**src/rtl/matmul_pkg.sv**
```systemverilog
// Shared types and default sizes for the matrix-vector sequencing controller.
package matmul_pkg;

    localparam int DEPTH_DEF      = 8;
    localparam int DATA_WIDTH_DEF = 8;
    localparam int ADDR_W_DEF     = 16;
    localparam int WORD_W_DEF     = DEPTH_DEF * DATA_WIDTH_DEF;

    typedef enum logic [2:0] {
        IDLE,
        CLEAR,
        FETCH,
        FILL,
        RUN,
        DRAIN,
        DONE
    } state_t;

endpackage

```
**src/rtl/matmul_seq_ctrl_if.sv**
```systemverilog
// Word-wide memory read port: read/waitrequest request side, readdatavalid return side.
interface matmul_seq_ctrl_if
    import matmul_pkg::*;
#(
    parameter int ADDR_W = ADDR_W_DEF,
    parameter int WORD_W = WORD_W_DEF
);
    logic              mem_rd;
    logic [ADDR_W-1:0] mem_addr;
    logic              mem_waitrequest;
    logic [WORD_W-1:0] mem_rdata;
    logic              mem_rdvalid;

    modport master (
        output mem_rd, mem_addr,
        input  mem_waitrequest, mem_rdata, mem_rdvalid
    );

    modport slave (
        input  mem_rd, mem_addr,
        output mem_waitrequest, mem_rdata, mem_rdvalid
    );
endinterface

```
**src/rtl/matmul_fetch.sv**
```systemverilog
// Issues DEPTH+1 consecutive word reads and captures the in-order returns into a local buffer.
module matmul_fetch
    import matmul_pkg::*;
#(
    parameter int DEPTH      = DEPTH_DEF,
    parameter int DATA_WIDTH = DATA_WIDTH_DEF,
    parameter int ADDR_W     = ADDR_W_DEF
) (
    input  logic                                        clk,
    input  logic                                        rst,
    input  logic                                        load,
    input  logic [ADDR_W-1:0]                           base_addr,
    input  logic                                        active,
    matmul_seq_ctrl_if.master                           mem,
    output logic [DEPTH:0][DEPTH-1:0][DATA_WIDTH-1:0]   buf_q,
    output logic                                        finished
);
    localparam int            CW      = $clog2(DEPTH + 2);
    localparam logic [CW-1:0] N_RD    = CW'(DEPTH + 1);
    localparam logic [CW-1:0] LAST_RD = CW'(DEPTH);

    logic [ADDR_W-1:0] base_q;
    logic [CW-1:0]     iss_cnt;
    logic [CW-1:0]     ret_cnt;
    logic              issue;
    logic              ret;

    // Address is a pure function of registered state, so it holds while stalled.
    assign mem.mem_rd   = active && (iss_cnt != N_RD);
    assign mem.mem_addr = mem.mem_rd ? base_q + ADDR_W'(iss_cnt) : '0;
    assign issue        = mem.mem_rd && !mem.mem_waitrequest;
    assign ret          = active && mem.mem_rdvalid && (ret_cnt != N_RD);
    // Signalled on the last return so the buffer is complete at the next edge.
    assign finished     = ret && (ret_cnt == LAST_RD);

    always_ff @(posedge clk or posedge rst) begin
        if (rst) begin
            base_q  <= '0;
            iss_cnt <= '0;
            ret_cnt <= '0;
        end else if (load) begin
            base_q  <= base_addr;
            iss_cnt <= '0;
            ret_cnt <= '0;
        end else begin
            if (issue) iss_cnt <= iss_cnt + 1'b1;
            if (ret)   ret_cnt <= ret_cnt + 1'b1;
        end
    end

    always_ff @(posedge clk) begin
        if (ret) begin
            for (int i = 0; i <= DEPTH; i++) begin
                if (ret_cnt == CW'(i)) buf_q[i] <= mem.mem_rdata;
            end
        end
    end

endmodule

```
**src/rtl/matmul_seq_ctrl.sv**
```systemverilog
// Sequencer for the matrix-vector datapath: fetch, fill FIFOs column by column,
// run FIFOs/MACs for DEPTH products, drain the read latency, pulse done.
module matmul_seq_ctrl
    import matmul_pkg::*;
#(
    parameter int DEPTH      = DEPTH_DEF,
    parameter int DATA_WIDTH = DATA_WIDTH_DEF,
    parameter int ADDR_W     = ADDR_W_DEF,
    parameter int RD_LAT     = 1
) (
    input  logic                        clk,
    input  logic                        rst,
    input  logic                        start,
    input  logic [ADDR_W-1:0]           base_addr,
    output logic                        busy,
    output logic                        done,
    matmul_seq_ctrl_if.master           mem,
    output logic                        clear,
    output logic [DEPTH-1:0]            a_wren,
    output logic [DEPTH*DATA_WIDTH-1:0] a_wdata,
    output logic                        b_wren,
    output logic [DATA_WIDTH-1:0]       b_wdata,
    output logic                        fifo_rden,
    output logic                        mac_en
);
    localparam int            SW         = $clog2(DEPTH + RD_LAT + 1);
    localparam int            KW         = (DEPTH > 1) ? $clog2(DEPTH) : 1;
    localparam logic [SW-1:0] COL_LAST   = SW'(DEPTH - 1);
    localparam logic [SW-1:0] DRAIN_LAST = SW'((RD_LAT > 0) ? RD_LAT - 1 : 0);

    state_t        state;
    state_t        state_nx;
    logic [SW-1:0] step;
    logic [KW-1:0] k;
    logic          fetch_done;

    logic [DEPTH:0][DEPTH-1:0][DATA_WIDTH-1:0] buf_q;
    logic [DEPTH-1:0][DATA_WIDTH-1:0]          a_col;

    matmul_fetch #(
        .DEPTH      (DEPTH),
        .DATA_WIDTH (DATA_WIDTH),
        .ADDR_W     (ADDR_W)
    ) u_fetch (
        .clk       (clk),
        .rst       (rst),
        .load      (state == IDLE && start),
        .base_addr (base_addr),
        .active    (state == FETCH),
        .mem       (mem),
        .buf_q     (buf_q),
        .finished  (fetch_done)
    );

    // step counts cycles within FILL/RUN/DRAIN and restarts on every transition.
    always_ff @(posedge clk or posedge rst) begin
        if (rst) begin
            state <= IDLE;
            step  <= '0;
        end else begin
            state <= state_nx;
            step  <= (state_nx != state) ? '0 : step + 1'b1;
        end
    end

    always_comb begin
        state_nx = state;
        case (state)
            IDLE:    if (start)              state_nx = CLEAR;
            CLEAR:                           state_nx = FETCH;
            FETCH:   if (fetch_done)         state_nx = FILL;
            FILL:    if (step == COL_LAST)   state_nx = RUN;
            RUN:     if (step == COL_LAST)   state_nx = (RD_LAT == 0) ? DONE : DRAIN;
            DRAIN:   if (step == DRAIN_LAST) state_nx = DONE;
            DONE:                            state_nx = IDLE;
            default:                         state_nx = IDLE;
        endcase
    end

    assign k = step[KW-1:0];

    always_comb begin
        busy      = (state != IDLE);
        clear     = (state == CLEAR);
        done      = (state == DONE);
        fifo_rden = (state == RUN);
        b_wren    = (state == FILL);
        a_wren    = {DEPTH{state == FILL}};
        a_col     = '0;
        b_wdata   = '0;
        if (state == FILL) begin
            for (int r = 0; r < DEPTH; r++) a_col[r] = buf_q[r][k];
            b_wdata = buf_q[DEPTH][k];
        end
    end

    assign a_wdata = a_col;

    // mac_en is fifo_rden delayed by the FIFO read latency.
    generate
        if (RD_LAT == 0) begin : g_no_dly
            assign mac_en = fifo_rden;
        end else begin : g_dly
            logic [RD_LAT-1:0] vld_pipe;
            always_ff @(posedge clk or posedge rst) begin
                if (rst) vld_pipe <= '0;
                else     vld_pipe <= RD_LAT'({vld_pipe, fifo_rden});
            end
            assign mac_en = vld_pipe[RD_LAT-1];
        end
    endgenerate

endmodule

```
**src/flat_wrapper.sv**
```systemverilog
// flat-port wrapper written by rule: the top's interface ports become plain ports
module matmul_seq_ctrl_flat import matmul_pkg::*;
#(
    parameter int DEPTH      = DEPTH_DEF,
    parameter int DATA_WIDTH = DATA_WIDTH_DEF,
    parameter int ADDR_W     = ADDR_W_DEF,
    parameter int RD_LAT     = 1
)
  (clk, rst, start, base_addr, busy, done, clear, a_wren, a_wdata, b_wren, b_wdata, fifo_rden, mac_en, mem_mem_rd, mem_mem_addr, mem_mem_waitrequest, mem_mem_rdata, mem_mem_rdvalid);
  matmul_seq_ctrl_if #(.ADDR_W(ADDR_W), .WORD_W((DEPTH * (DATA_WIDTH_DEF)))) mem_i ();
  input  logic clk;
  input  logic rst;
  input  logic start;
  input  logic [ADDR_W-1:0] base_addr;
  output logic busy;
  output logic done;
  output logic clear;
  output logic [DEPTH-1:0] a_wren;
  output logic [DEPTH*DATA_WIDTH-1:0] a_wdata;
  output logic b_wren;
  output logic [DATA_WIDTH-1:0] b_wdata;
  output logic fifo_rden;
  output logic mac_en;
  output wire logic [$bits(mem_i.mem_rd)-1:0] mem_mem_rd;
  output wire logic [$bits(mem_i.mem_addr)-1:0] mem_mem_addr;
  input wire logic [$bits(mem_i.mem_waitrequest)-1:0] mem_mem_waitrequest;
  input wire logic [$bits(mem_i.mem_rdata)-1:0] mem_mem_rdata;
  input wire logic [$bits(mem_i.mem_rdvalid)-1:0] mem_mem_rdvalid;
  assign mem_mem_rd = mem_i.mem_rd;
  assign mem_mem_addr = mem_i.mem_addr;
  assign mem_i.mem_waitrequest = mem_mem_waitrequest;
  assign mem_i.mem_rdata = mem_mem_rdata;
  assign mem_i.mem_rdvalid = mem_mem_rdvalid;
  matmul_seq_ctrl #(.DEPTH(DEPTH), .DATA_WIDTH(DATA_WIDTH), .ADDR_W(ADDR_W), .RD_LAT(RD_LAT)) u_core (.clk(clk), .rst(rst), .start(start), .base_addr(base_addr), .busy(busy), .done(done), .mem(mem_i), .clear(clear), .a_wren(a_wren), .a_wdata(a_wdata), .b_wren(b_wren), .b_wdata(b_wdata), .fifo_rden(fifo_rden), .mac_en(mac_en));
endmodule
```
**config.mk**
```make
export PLATFORM = sky130hd
export DESIGN_NAME = matmul_seq_ctrl_flat
export DESIGN_NICKNAME = d
export VERILOG_FILES = /design/src/rtl/matmul_pkg.sv /design/src/rtl/matmul_seq_ctrl_if.sv /design/src/rtl/matmul_fetch.sv /design/src/rtl/matmul_seq_ctrl.sv /design/src/flat_wrapper.sv
export SDC_FILE = /design/constraint.sdc
export NUM_CORES = 1
export LEC_CHECK = 0
export ABC_AREA = 1
export BUFFER_PORTS_ARGS = -buffer_cell sky130_fd_sc_hd__buf_4
export CAP_MARGIN = 10
export CORE_ASPECT_RATIO = 1.1
export CORE_MARGIN = 1.5
export CORE_UTILIZATION = 39
export DETAILED_ROUTE_END_ITERATION = 10
export SYNTH_ARGS = -nofsm -noshare
export SYNTH_HDL_FRONTEND = slang
export SYNTH_SLANG_ARGS = --single-unit
```
**constraint.sdc**
```tcl
create_clock -name clk -period 7.3 [get_ports clk]
set_input_delay 0.365 -clock clk [delete_from_list [all_inputs] [get_ports clk]]
set_output_delay 0.365 -clock clk [all_outputs]
set_load 0.005 [all_outputs]
```
==> impl_metrics.json <==
{
  "status": "complete, no violations",
  "synthCells": 1938,
  "hold_path.class": "in -> reg",
  "holdPathStages": 1,
  "drt-met1-wl_um": 29000,
  "drive_gt1_frac": 0.146,
  "cts.clk_slew.worst_paths_ns": 0.06,
  "crit_chain": "buf_4 > buf_4 > o21ai_0 > o22ai_1 > o21ai_1 > nor2_1 > buf_4",
  "syn_to_final_growth_pct": 17.9,
  "startpoint": "u_core.step[0]$_DFF_PP0_",
  "drtPass1Iterations": 5,
  "worstMarginPinSlew_ns": 1.00,
  "yosys_warnings": 0,
  "cts_buffers": 60,
  "hold_end": "u_core.u_fetch.buf_q[4]$_DFFE_PP_",
  "vias_per_cell": 5.53,
  "wl_um": 70800,
  "grt_max_degree": 150,
  "final_antenna_net_count": 0,
  "p_per_area_nw_per_um2": 367,
  "synth_top_area_share": 0.711,
  "synth_edf_count": 576,
  "grt_use_total": 0.220,
  "arrival_ns": 4.23,
  "clock_path_buffers": 3,
  "gp_congestion": 0.850,
  "r2r_slack_ns": 4.61,
  "die_width_um": 241,
  "grt_pass1_vias": 15990,
  "wire_per_inst_um": 23.6,
  "postCtsResizedCells": 0,
  "grt_setup_unrepaired": "no",
  "period_minus_slack_ns": 4.60,
  "yosysUniqueCellTypes": 30,
  "drtIter0Drc": 1688,
  "fin_crit_sh": 0.630,
  "slew_headroom": 0.330,
  "crit_fanout": 89,
  "rr_startpoint": "u_core.step[1]$_DFF_PP0_",
  "final-setup-viol-count": 0,
  "clk-insertion-delay-late_ns": 0.63,
  "post-dp-hpwl_um": 43500,
  "cts_tree": "built",
  "nets": 2217,
  "ir_drop_uv": 229,
  "overflow": 0,
  "grt_first_pass_wirelength_um": 104000,
  "port_buffers": 187,
  "cpMostUsedCell": "buf_4",
  "synth_nets": 2036,
  "top_layer": "met4",
  "pin_count": 188,
  "yosysSeqAreaShare": 0.744,
  "wl_met2_um": 34400,
  "power_mw": 10.5,
  "htreeDepth": 2,
  "required_ns": 6.93,
  "slowest_stage": "buf_4",
  "setup_tns_ns": 0,
  "maxSlewViolCount": 0,
  "yosysTopAreaCell": "edfxtp_1",
  "hp-start": "mem_mem_rdata[4]",
  "synth_commonest_cells": "edfxtp_1, nor2_1, o21ai_0, o21ai_1, o22ai_1",
  "p_leak_nw": 9.95,
  "drc": 0,
  "antenna_found_initial": 3,
  "row_count": 95,
  "fin_skew_ns": 0.0186,
  "worstRegToRegCells": 10,
  "vias": 16560,
  "regToRegEndpoint": "u_core.step[0]$_DFF_PP0_",
  "dieArea_sq_um": 63900,
  "synth_ff_type": "edfxtp_1",
  "synth-seq-cells": 608,
  "cpPeakStageDelay_ns": 0.84,
  "maxCapViolCount": 0,
  "yosys-top-cells-area": "edfxtp_1, nor2_1, o21ai_0",
  "crit_path_end_kind": "output port",
  "syn_avg_cell_area_sq_um": 12.5,
  "die_h_um": 265,
  "start_kind": "flop",
  "start_util": 0.396,
  "synthArstFlopShare": 0.0526,
  "core_sq_um": 61300,
  "final_hold_viol_count": 0,
  "fmax_mhz": 218,
  "crit_type": "reg -> out",
  "synthMostInstantiatedCell": "edfxtp_1",
  "root_buffer": "clkbuf_16",
  "clock_sinks": 608,
  "syn_area_sq_um": 24300,
  "wl_met3_um": 4640
}
stage by stage:
step                instance area [sq um]  cells  hold WS, ns  setup WS (ns)  utilization
detailed placement                  26300   2841        0.476           3.42        0.429
finish                              28700   2994       0.0207           2.70        0.467
global placement                    26300   2841        0.475           3.44        0.429
floorplan                           24300   1938        0.455           1.28            -
global route                        28700   2993      0.00924           2.50        0.467
CTS                                 28700   2993     0.000493           2.73        0.467
cells in the final DEF (no fill, tap or decap), types with 2 or more instances in the layout:
cell type / count
inv_6: 3
clkbuf_1: 12
nand3_1: 22
inv_1: 33
xor2_1: 2
edfxtp_1: 576
nor2_1: 467
nand2_1: 95
nor3_2: 8
o21ai_0: 222
inv_2: 4
dlygate4sd3_1: 40
nand4_1: 4
ha_1: 12
o21ai_1: 155
a21oi_1: 13
clkbuf_16: 60
dfrtp_4: 2
clkinv_2: 12
clkinv_4: 2
dfrtp_1: 29
nor3_1: 7
buf_4: 210
o22ai_1: 144
clkinv_1: 14
clkinvlp_4: 3
bufinv_16: 6
critical path, delay by kind of cell (launching register included):
family                 cells  cell delay, ns
buffers and inverters      3            1.76
flip-flops                 1            0.68
AO/OA/AOI/OAI              3            0.52
AND/OR/NAND/NOR            1            0.50
metal layers:
layer  vias up  GRT usage
li1       7416          -
met1      8361      0.297
met2       667      0.360
met3       116     0.0270
met4         0     0.0932
met5         -          0
worst max-delay path by stage:
stage / end / cells past startpoint / slack (ns)
floorplan: u_core.u_fetch.buf_q[0]$_DFFE_PP_ / 8 / 1.28
global placement: a_wdata[11] / 7 / 3.44
detailed placement: a_wdata[11] / 7 / 3.42
CTS: a_wdata[11] / 7 / 2.73
global route: a_wdata[3] / 7 / 2.50
finish: a_wdata[3] / 7 / 2.70
flip-flops by register name (all words and copies together), names as in the netlist:
signal                  count
u_core.u_fetch.ret_cnt      4
u_core.u_fetch.buf_q      576
u_core.step                 4
u_core.state                3
u_core.mac_en               1
u_core.u_fetch.base_q      16
u_core.u_fetch.iss_cnt      4
final cells by class:
| cell class | instances | area [sq um] |
|---|---|---|
| clock buffer | 72 | 1550 |
| antenna | 1 | 2.50 |
| sequential | 608 | 18100 |
| clock inverter | 40 | 382 |
| tap | 824 | 1030 |
| multi-input combinational | 1159 | 5450 |
| timing repair buffer | 250 | 1980 |
| fill | 5512 | 32700 |
| inverter | 40 | 164 |
cells by family after synthesis:
kind of cell / count (synthesis) / synth area share
DFF: 608 / 0.744
and+or+nand+nor: 607 / 0.0963
AOI/OAI and AO/OA: 536 / 0.118
buffers and inverters: 171 / 0.0334
adders and majority gates: 13 / 0.00700
xor gates and xnor gates: 3 / 0.00108
power by group:
part           internal, mW  total, mW  leakage [nW]  switching, mW
Clock                  1.73       3.04         0.938           1.32
Combinational         0.955       3.19          3.41           2.23
Sequential             4.12       4.29          5.60          0.172
repair_timing:
item	4_1_cts	5_1_grt
endpoints found under the hold margin	178	0
setup buffers	0	0
hold buffers	40	0
Power figures use the tool's default switching activity.
